`config.mk`:
```
export PLATFORM = sky130hd
export DESIGN_NAME = cayde_writeback
export DESIGN_NICKNAME = d
export VERILOG_FILES = /design/src/rtl/cayde_pkg.sv /design/src/rtl/cayde_load_align.sv /design/src/rtl/cayde_writeback.sv
export SDC_FILE = /design/constraint.sdc
export NUM_CORES = 1
export LEC_CHECK = 0
export CAP_MARGIN = 10
export CORE_MARGIN = 8
export CORE_UTILIZATION = 39
export CTS_BUF_LIST = sky130_fd_sc_hd__clkbuf_16
export DETAILED_ROUTE_END_ITERATION = 8
export PLACE_DENSITY = 0.75
export SLEW_MARGIN = 5
export SYNTH_ARGS = -nofsm -noshare
export SYNTH_HDL_FRONTEND = slang
export SYNTH_SLANG_ARGS = --single-unit
```
`constraint.sdc`:
```
create_clock -name clk -period 6.3 [get_ports clk]
set_input_delay 1.89 -clock clk [delete_from_list [all_inputs] [get_ports clk]]
set_output_delay 1.89 -clock clk [all_outputs]
set_load 0.03 [all_outputs]
```
`src/rtl/cayde_pkg.sv`:
```
// Shared constants for the cayde writeback slice: datapath defaults and load funct3 codes.
package cayde_pkg;

    localparam int XLEN_DEF   = 32;
    localparam int REG_AW_DEF = 5;

    localparam logic [2:0] F3_LB  = 3'b000;
    localparam logic [2:0] F3_LH  = 3'b001;
    localparam logic [2:0] F3_LW  = 3'b010;
    localparam logic [2:0] F3_LBU = 3'b100;
    localparam logic [2:0] F3_LHU = 3'b101;

endpackage

```
`src/rtl/cayde_load_align.sv`:
```
// Combinational load formatter: picks the byte/halfword addressed by addr_lo and extends it.
// misalign also covers undefined funct3 codes, so the caller treats it as "invalid load".
module cayde_load_align
    import cayde_pkg::*;
#(
    parameter int XLEN = XLEN_DEF
) (
    input  logic [XLEN-1:0] data,
    input  logic [2:0]      funct3,
    input  logic [1:0]      addr_lo,
    output logic [XLEN-1:0] ext_data,
    output logic            misalign
);

    logic [7:0]  sel_byte;
    logic [15:0] sel_half;

    assign sel_byte = data[{addr_lo, 3'b000} +: 8];
    assign sel_half = data[{addr_lo[1], 4'b0000} +: 16];

    always_comb begin
        ext_data = '0;
        misalign = 1'b0;
        case (funct3)
            F3_LB:  ext_data = {{(XLEN-8){sel_byte[7]}}, sel_byte};
            F3_LBU: ext_data = {{(XLEN-8){1'b0}}, sel_byte};
            F3_LH: begin
                ext_data = {{(XLEN-16){sel_half[15]}}, sel_half};
                misalign = addr_lo[0];
            end
            F3_LHU: begin
                ext_data = {{(XLEN-16){1'b0}}, sel_half};
                misalign = addr_lo[0];
            end
            F3_LW: begin
                ext_data = data;
                misalign = (addr_lo != 2'b00);
            end
            default: misalign = 1'b1;
        endcase
    end

endmodule

```
`src/rtl/cayde_writeback.sv`:
```
// Writeback stage: arbitrates loads over ALU results onto the single regfile write port,
// registers the write, and tracks pending loads for decode hazard checks.
module cayde_writeback
    import cayde_pkg::*;
#(
    parameter int XLEN   = XLEN_DEF,
    parameter int REG_AW = REG_AW_DEF
) (
    input  logic              clk,
    input  logic              rst_n,
    input  logic              alu_valid,
    output logic              alu_ready,
    input  logic [REG_AW-1:0] alu_rd,
    input  logic [XLEN-1:0]   alu_data,
    input  logic              ld_valid,
    output logic              ld_ready,
    input  logic [REG_AW-1:0] ld_rd,
    input  logic [XLEN-1:0]   ld_data,
    input  logic [2:0]        ld_funct3,
    input  logic [1:0]        ld_addr_lo,
    input  logic              iss_ld_valid,
    input  logic [REG_AW-1:0] iss_ld_rd,
    input  logic [REG_AW-1:0] rs1_q,
    input  logic [REG_AW-1:0] rs2_q,
    output logic              rs1_busy,
    output logic              rs2_busy,
    output logic              wen_out,
    output logic [REG_AW-1:0] waddr_out,
    output logic [XLEN-1:0]   wdata_out,
    output logic              err_ld
);

    localparam int NREG = 1 << REG_AW;

    logic [NREG-1:0] pending;
    logic [NREG-1:0] pending_nxt;
    logic [XLEN-1:0] ld_ext;
    logic            ld_misalign;
    logic            ld_write;
    logic            alu_write;
    logic            ld_bad;

    cayde_load_align #(.XLEN(XLEN)) u_align (
        .data     (ld_data),
        .funct3   (ld_funct3),
        .addr_lo  (ld_addr_lo),
        .ext_data (ld_ext),
        .misalign (ld_misalign)
    );

    assign ld_ready  = 1'b1;
    assign alu_ready = !ld_valid;
    assign rs1_busy  = pending[rs1_q];
    assign rs2_busy  = pending[rs2_q];

    assign ld_write  = ld_valid && !ld_misalign && (ld_rd != '0);
    assign alu_write = alu_valid && !ld_valid && (alu_rd != '0);
    // A response that is malformed or was never issued is flagged, but still retires the bit.
    assign ld_bad    = ld_valid && (ld_misalign || !pending[ld_rd]);

    // Issue is applied after the clear so a same-cycle re-issue keeps the register busy.
    always_comb begin
        pending_nxt = pending;
        if (ld_valid) begin
            pending_nxt[ld_rd] = 1'b0;
        end
        if (iss_ld_valid) begin
            pending_nxt[iss_ld_rd] = 1'b1;
        end
        pending_nxt[0] = 1'b0;
    end

    always_ff @(posedge clk or negedge rst_n) begin
        if (!rst_n) begin
            wen_out   <= 1'b0;
            waddr_out <= '0;
            wdata_out <= '0;
            err_ld    <= 1'b0;
            pending   <= '0;
        end else begin
            wen_out <= ld_write || alu_write;
            if (ld_write) begin
                waddr_out <= ld_rd;
                wdata_out <= ld_ext;
            end else if (alu_write) begin
                waddr_out <= alu_rd;
                wdata_out <= alu_data;
            end
            if (ld_bad) begin
                err_ld <= 1'b1;
            end
            pending <= pending_nxt;
        end
    end

endmodule

```
==> impl_metrics.ini <==
[die]
die_y_um = 124
die_x_um = 124
start_util_pct = 39.8
core_um2 = 11400
io_pins = 142
dieArea_um2 = 15300
core.rowCount = 39

[logic_synthesis]
async_flop_share_pct = 100
synth_edf_count = 0
synth_area_leader_cell = dfrtp_1
yosys_warnings = 0
syn-cell-area_um2 = 4530
synth_area_leaders = dfrtp_1, mux4_2, o21ai_0
synthCells = 422
syn_area_per_cell_um2 = 10.7
synth_nets = 521
synth_seq_cells = 70
synthFlopType = dfrtp_1
ys_seq_area_share_pct = 38.7
synthTopCellsByCount = dfrtp_1, o21ai_0, mux2i_1, nor2_1, a21oi_1
ys_types = 52
synthMostInstantiatedCell = dfrtp_1
synth_top_area_share_pct = 38.7

[clocking]
h-tree-depth = 3
cts_tree = yes
root_buffer = clkbuf_16
clock-sinks = 70
cts_buffer_depth = 2
clk_pin_slew_ns = 0.06
cts-buffers-inserted = 9
worstSkewPairLatency_ns = 0.32
cts_hold_buf = 0

[critical_path]
crit_family = buffers and inverters
arrival_ns = 4.22
cp.required_ns = 4.41
worst_r2r_path_depth = 5
cp.buffers_inverters = 2
critPathKind = input port to primary output
crit_chain = clkdlybuf4s50_1 -> mux4_2 -> mux2_2 -> a211oi_1 -> a21oi_1 -> clkdlybuf4s50_1
cp.depth = 6
critical_path_peak_fanout = 9
crit_end = rs1_busy
critPathLaunchType = input port
crit_path_max_incr_delay_ns = 0.72
worstReg2RegEnd = err_ld
path_common_cell = clkdlybuf4s50_1
slowest_stage = clkdlybuf4s50_1
end_kind = primary output
rr_startpoint = pending[12]
cp-startpoint = rs1_q[1]
rrSetupSlack_ns = 4.66

[run]
drv_cap = 0

[route]
ant_nets = 0
wl_um = 15200
drtPass1Iterations = 7
vias = 4250
drtIter0Drc = 351
avgViaCountPerCell = 6.10
drcViolationCount = 0
wl_per_cell_um = 21.8

[sta]
post-route-min-period_ns = 6.11
whs_ns = 0.563
rsz0062_at_grt = false
fmax_ghz = 0.164
slew_headroom_pct = 32.2
clock_skew_ns = 0.00730
finalCritPeriodShare_pct = 97.0
drv_slew = 0
worstMarginPinSlew_ns = 1.01
fin_tns_setup_ns = 0
hold_viol = 0
finalSetupViolations = 0

[finish]
area_delta_synth_final_pct = 37.5
nNetsFinal = 649
drive_gt1_share_pct = 13.5
antenna_cells = 0

[power_and_ir_drop]
p_per_area_nw_per_um2 = 269
ir_worst_vdd_v = 0.000130
p_leak_nw = 2.50
finalPower_mw = 1.67

[grt]
grt_pass1_wl_um = 23500
grt_max_degree = 71
antenna_found_initial = 0
gr-total-overflow = 0
grt_usage_pct = 19.7
grt_pass1_vias = 4264

[outcome]
status = complete, no violations

[place]
port_buffers = 140
hpwl_um = 11600
gp_congestion = 0.953

[worst_hold_path]
hold_class = flop to flop
hold_depth = 2
==> per-layer routing <==
layer	vias up	wire length, um	GRT usage [%]
li1	1898	-	-
met1	2078	5840	24.3
met2	235	7470	33.1
met3	39	1270	3.17
met4	0	580	9.56
met5	-	0	0
==> cells by family after synthesis <==
kind of cell	synth area share, %
other	0.0829
buffers and inverters	5.70
multiplexers	22.7
flip-flops	38.7
AO/OA/AOI/OAI	22.9
AND/OR/NAND/NOR	9.90
==> sequential cells by signal, indices dropped and copies added (netlist names) <==
signal and count:
wen_out 1, err_ld 1, waddr_out 5, wdata_out 32, pending 31
==> cell type report <==
type                            count  area, um2
Multi-Input combinational cell    314       2520
Clock inverter                      6       62.6
Tap cell                          143        179
Fill cell                        1014       5150
Sequential cell                    70       1750
Timing Repair Buffer              147       1450
Clock buffer                        9        225
Inverter                            8       30.0
==> repair_timing <==
action,in CTS,in global routing
gates resized for setup,1,1
setup buffers,0,0
setup endpoints to repair,1,1
==> worst min-delay path by stage <==
stage | start | to | slack [ns]
finish | pending[29] | pending[29] | 0.56
floorplan | pending[22] | pending[22] | 0.50
CTS | pending[29] | pending[29] | 0.56
detailed placement | pending[29] | pending[29] | 0.55
global placement | waddr_out[4] | waddr_out[4] | 0.54
global route | waddr_out[0] | waddr_out[0] | 0.60
==> layout by cell type (no fill, tap or decap), types with 9 or more instances in the layout <==
cell,n
mux2i_1,29
clkbuf_16,9
mux2_2,17
mux4_2,17
a21oi_1,24
dfrtp_1,70
nand2_1,22
nor2_1,26
o21ai_0,65
a221oi_1,19
clkdlybuf4s50_1,137
nand3b_1,10
a211oi_1,12
==> metrics by stage <==
| step | std cells | instance area, um2 | utilization [%] | setup WS (ns) |
|---|---|---|---|---|
| 2_1_floorplan | 422 | 4530 | - | 1.07 |
| 3_3_place_gp | 682 | 5930 | 52.2 | 0.0460 |
| 3_5_place_dp | 682 | 5930 | 52.2 | -0.0317 |
| 4_1_cts | 697 | 6220 | 54.7 | 0.0111 |
| 5_1_grt | 697 | 6220 | 54.7 | 0.0961 |
| 6_report | 697 | 6220 | 54.7 | 0.189 |
==> worst register-to-register path: stages, from the launching register on <==
cell and delay (ns):
dfrtp_1 0.40, nor2b_1 0.14, a2111oi_0 0.69, a31oi_1 0.08, nand4_1 0.13, o32a_1 0.14
==> report_power, final <==
| group | internal, mW | leakage [nW] | switching [mW] | total, mW |
|---|---|---|---|---|
| Sequential | 0.539 | 0.843 | 0.0870 | 0.626 |
| Clock | 0.303 | 0.135 | 0.186 | 0.490 |
| Combinational | 0.279 | 1.52 | 0.278 | 0.557 |
| Total | 1.12 | 2.50 | 0.552 | 1.67 |
Power figures use the tool's default switching activity.
==> RTL change 1, RTL diff (config.mk and constraints unchanged) <==
The package constant `REG_AW_DEF` goes from 5 to 4.
--- a/src/rtl/cayde_pkg.sv
+++ b/src/rtl/cayde_pkg.sv
@@ -2,7 +2,7 @@
 package cayde_pkg;
 
     localparam int XLEN_DEF   = 32;
-    localparam int REG_AW_DEF = 5;
+    localparam int REG_AW_DEF = 4;
 
     localparam logic [2:0] F3_LB  = 3'b000;
     localparam logic [2:0] F3_LH  = 3'b001;
Ports: changed (6 resized); port bits go from 142 to 136. No check against the original RTL was run, so the function may have changed too.
==> RTL change 1 against the unedited design <==
Sequential cell count fell by 17. Largest cell class unchanged. Critical path depth shrank 2. Worst setup slack improved by 0.095 ns. Via count fell by 26%. Synthesized cell count shrank 27%. Largest power group is now combinational cells. Cell count shrank 24%. Clock power decreased by 45%. Routed wire length decreased by 28%. Final area decreased by 22%. Count of clock-buffer cells in the layout decreased by 4. Non-clock buffer count down 9. Total power is 29% lower. Area after synthesis fell by 26%.
==> RTL change 1: results (changes against the unedited design) <==
Clocking
The source-to-sink clock delay at the later pin of the worst-skew pair is 0.28 ns (was 0.32 ns). The number of levels the H-tree was split into is 2 (was 3). The count of instances resized after the clock tree is built came to 0 (was 1).

Layout
The final cell count without fillers is 533 (was 697). The share of cell area taken by multi-input logic gates is 38.4% (was 40.6%). The area fraction of clock buffers and clock inverters is 2.97% (was 4.62%). The total of clock buffers placed in the layout is 5 (was 9). Largest registers ranked by flip-flop count: wdata_out (32), pending (15), waddr_out (4) (was wdata_out (32), pending (31), waddr_out (5)). The number of buffers other than clock buffers in the final layout is 138 (was 147). The sequential share of cell area was 27.4% (was 28.2%). The inverter count of the layout excluding clock inverters is 4 (was 8). The share of final layout cell area taken by non-clock buffers is 28.2% (was 23.3%).

Placement
The placed wire-length estimate after detailed placement came to 8.71 mm (was 11.6 mm).

STA
The tightest slew margin relative to the limit is 32.2% (about the same). The timing-limited maximum frequency came to 166 MHz (was 164 MHz). The worst slack on hold paths was 0.561 ns (was 0.563 ns).

Global route
The met1 routing resource usage after global routing is 24.5% (was 24.3%). The global routing usage summed across all routing layers came to 18.4% (was 19.7%). The largest net degree at the start of global routing is 54 (was 71). The met3 routing resource usage after global routing came to 3.15% (was 3.17%).

Routing
The routed metal-1 wire length is 4.71 mm (was 5.84 mm). The total iterations of the first detailed-routing run came to 6 (was 7). The initial DRC count is 217 (was 351).

Pwr
The post-layout total power came to 1.19 mW (was 1.67 mW). The clock network power consumption is 0.271 mW (was 0.490 mW). The total combinational power is 0.467 mW (was 0.557 mW).

Synth
Top area cells in the synthesized netlist: sky130_fd_sc_hd__dfrtp_1 40%, sky130_fd_sc_hd__mux2i_1 14%, sky130_fd_sc_hd__mux4_2 7.4% (was sky130_fd_sc_hd__dfrtp_1 39%, sky130_fd_sc_hd__mux4_2 8.5%, sky130_fd_sc_hd__o21ai_0 7.2%). The multiplexer share of the synthesized area is 26.6% (was 22.7%). The register area share after synthesis is 39.8% (was 38.7%). The count of cell types in the netlist is 39 (was 52). Commonest cells post-synth: 53 x sky130_fd_sc_hd__dfrtp_1, 48 x sky130_fd_sc_hd__mux2i_1, 28 x sky130_fd_sc_hd__o21ai_0, 24 x sky130_fd_sc_hd__a221oi_1, 20 x sky130_fd_sc_hd__a21oi_1 (was 70 x sky130_fd_sc_hd__dfrtp_1, 65 x sky130_fd_sc_hd__o21ai_0, 29 x sky130_fd_sc_hd__mux2i_1, 26 x sky130_fd_sc_hd__nor2_1, 24 x sky130_fd_sc_hd__a21oi_1).

Critical path
The launching point of the worst reg2reg path is pending[1] (was pending[12]). The worst setup path startpoint is rs1_q[0] (was rs1_q[1]). The flop-to-flop setup slack is 5.02 ns (was 4.66 ns). The critical path's largest stage delay is 0.61 ns (was 0.72 ns).

Hold path
The capture endpoint of the worst hold path is pending[12] (was pending[29]). The hold path startpoint is pending[12] (was pending[29]).

Outcome
Result of the run: finished clean (unchanged).
-- RTL change 1: cell count changes in the layout (fill, tap and decap cells not counted), moves of 8 or more --
cell,change
sky130_fd_sc_hd__nand3b_1,-8
sky130_fd_sc_hd__dfrtp_1,-17
sky130_fd_sc_hd__o21ai_1,-8
sky130_fd_sc_hd__a222oi_1,+8
sky130_fd_sc_hd__o21ai_0,-37
sky130_fd_sc_hd__nor2_1,-14
sky130_fd_sc_hd__mux2i_1,+19
sky130_fd_sc_hd__a211oi_2,-8
sky130_fd_sc_hd__a211oi_1,-12
-- RTL change 1: tightest hold or removal path: stages (launching register included) --
cell and delay (ns):
sky130_fd_sc_hd__dfrtp_1 0.40, sky130_fd_sc_hd__nand2_1 0.07, sky130_fd_sc_hd__o31ai_1 0.05
-- RTL change 1: logic make-up (layout without fill, tap and decap cells) --
group                  after synthesis  after routing
AO/OA/AOI/OAI                       95             95
buffers and inverters               29            150
other                                1              1
multiplexers                        73             73
flip-flops                          53             53
AND/OR/NAND/NOR                     56             56
==> RTL change 2, RTL diff (config.mk and constraints unchanged) <==
Without the edit above. Take the reset off `pending` and load it in a clocked block of its own.
--- a/src/rtl/cayde_writeback.sv
+++ b/src/rtl/cayde_writeback.sv
@@ -76,7 +76,6 @@
             waddr_out <= '0;
             wdata_out <= '0;
             err_ld    <= 1'b0;
-            pending   <= '0;
         end else begin
             wen_out <= ld_write || alu_write;
             if (ld_write) begin
@@ -89,8 +88,11 @@
             if (ld_bad) begin
                 err_ld <= 1'b1;
             end
-            pending <= pending_nxt;
         end
+    end
+
+    always_ff @(posedge clk) begin
+        pending <= pending_nxt;
     end
 
 endmodule
Check against the original RTL: not equivalent (Yosys sat finds a counterexample within 4 cycles, from zero or initial values and one cycle with rst_n low).
==> RTL change 2 against the unedited design <==
Total power is 2.0% lower. Via count fell by 0.14%. Sequential power grew 1%. Largest power group unchanged. Final area down 2.6%. Sequential cell count stayed put. Area after synthesis is 3.4% lower. Combinational power barely moved. Synthesized cell count unchanged. Non-clock buffer count is the same. Maximum frequency fell by 1.6%. Worst setup slack worse by 0.10 ns. Routed wire length up 5.7%. Register-to-register slack improved by 0.04 ns. Hold slack got worse by 0.029 ns.
==> RTL change 2: results (changes against the unedited design) <==
Placement
The global placer's final weighted congestion is 1.02 (was 0.953). The placed wire-length estimate after detailed placement is 11.9 mm (was 11.6 mm). The count of input and output buffers came to 140 (unchanged).

Global route
The global routing usage summed across all routing layers is 20.9% (was 19.7%). The number of antenna violations at the first check in global routing is 0 (unchanged). The first-pass GRT wire length was 24.1 mm (was 23.5 mm). The largest net degree at the start of global routing came to 40 (was 71). The via count of the first global-routing pass is 4,310 (was 4,264).

Synth
The predominant post-synthesis flop cell was sky130_fd_sc_hd__dfrtp_1 (unchanged). Commonest cells post-synth: 65 x sky130_fd_sc_hd__o21ai_0, 39 x sky130_fd_sc_hd__dfrtp_1, 31 x sky130_fd_sc_hd__dfxtp_1, 29 x sky130_fd_sc_hd__mux2i_1, 26 x sky130_fd_sc_hd__nor2_1 (was 70 x sky130_fd_sc_hd__dfrtp_1, 65 x sky130_fd_sc_hd__o21ai_0, 29 x sky130_fd_sc_hd__mux2i_1, 26 x sky130_fd_sc_hd__nor2_1, 24 x sky130_fd_sc_hd__a21oi_1). Top area cells in the synthesized netlist: sky130_fd_sc_hd__dfrtp_1 22%, sky130_fd_sc_hd__dfxtp_1 14%, sky130_fd_sc_hd__mux4_2 8.8% (was sky130_fd_sc_hd__dfrtp_1 39%, sky130_fd_sc_hd__mux4_2 8.5%, sky130_fd_sc_hd__o21ai_0 7.2%). The total nets after synthesis is 521 (unchanged). The count of cell types in the netlist is 53 (was 52). The share of flip-flops with an asynchronous set or reset is 55.7% (was 100%). The register area share after synthesis is 36.5% (was 38.7%).

Critical path
The critical path's largest stage delay is 0.60 ns (was 0.72 ns). The endpoint arrival time on the critical path came to 4.32 ns (was 4.22 ns). The flop-to-flop setup slack came to 4.70 ns (was 4.66 ns).

The critical path's slowest cell is sky130_fd_sc_hd__clkdlybuf4s50_1 (unchanged). The top cell family by delay on the critical path is buffers and inverters (unchanged).

STA
The clock tree skew after final layout is 0.00414 ns (was 0.00730 ns). The tightest slew margin relative to the limit is 31.1% (was 32.2%).

Clocking
The clock tree root buffer cell is sky130_fd_sc_hd__clkbuf_16 (unchanged). The number of sinks handled by clock tree synthesis came to 70 (unchanged). The count of instances resized after the clock tree is built is 0 (was 1).

Layout
Largest registers ranked by flip-flop count: wdata_out (32), pending (31), waddr_out (5) (unchanged). The fraction of final layout cells sized beyond drive strength 1 came to 13.2% (was 13.5%).

Routing
The total iterations of the first detailed-routing run is 5 (was 7). The total via count in the routed design is 4,244 (was 4,250). The wire length reported by the detailed router came to 16.0 mm (was 15.2 mm). The initial DRC count came to 593 (was 351).

Pwr
The total leakage power came to 2.37 nW (was 2.50 nW). The worst voltage drop across the vdd grid is 0.000133 V (was 0.000130 V).

Outcome
Result of the run: finished clean (unchanged).
[RTL change 2: per-layer routing]
metal  part of all wire, %  track usage [%]
met3                    11             5.69
met4                   2.6             7.86
met5                     0                0
met1                    40             26.3
met2                    46             33.6
[RTL change 2: power by group]
part | switching, mW | leakage [nW] | internal, mW
Clock | 0.187 | 0.133 | 0.260
Combinational | 0.277 | 1.52 | 0.281
Sequential | 0.0963 | 0.724 | 0.539
Total | 0.560 | 2.37 | 1.08
[RTL change 2: logic make-up after synthesis]
logic type             after synthesis  share of synthesized area [%]
muxes                               72                           23.5
and+or+nand+nor                     84                           10.2
AOI/OAI and AO/OA                  157                           23.8
buffers and inverters               38                           5.90
DFF                                 70                           36.5
other                                1                         0.0858
[RTL change 2: stage by stage]
stage | setup WS (ns) | hold WS (ns) | cells | area (sq um)
2_1_floorplan | 1.07 | 0.467 | 422 | 4370
3_3_place_gp | 0.139 | 0.513 | 679 | 5800
3_5_place_dp | 0.0836 | 0.518 | 679 | 5800
4_1_cts | 0.0764 | 0.526 | 695 | 6060
5_1_grt | 0.0130 | 0.553 | 695 | 6060
6_report | 0.0885 | 0.534 | 695 | 6060
[RTL change 2: cell type report]
class                      instances  area, sq um
fill                             964         4830
sequential                        70         1600
multi-input combinational        314         2520
timing repair buffer             147         1470
clock buffer                       9          225
tap                              140          175
inverter                           8         30.0
clock inverter                     7         33.8
[RTL change 2: final timing paths]
| path | end | depth (start not counted) | startpoint |
|---|---|---|---|
| max in group asynchronous | err_ld | 1 | rst_n |
| worst min-delay path | pending[28] | 2 | pending[28] |
| worst max-delay path | rs1_busy | 7 | rs1_q[0] |
| worst min register to register | pending[28] | 2 | pending[28] |
| min in group asynchronous | wdata_out[27] | 1 | rst_n |
| worst max register to register | err_ld | 5 | pending[18] |
[RTL change 2: worst reg2reg max path, stage by stage, from the launching register on]
cell and delay (ns):
sky130_fd_sc_hd__dfxtp_1 0.45, sky130_fd_sc_hd__mux2i_1 0.12, sky130_fd_sc_hd__a221o_1 0.39, sky130_fd_sc_hd__nand2_1 0.07
sky130_fd_sc_hd__o211ai_1 0.10, sky130_fd_sc_hd__o32a_1 0.36
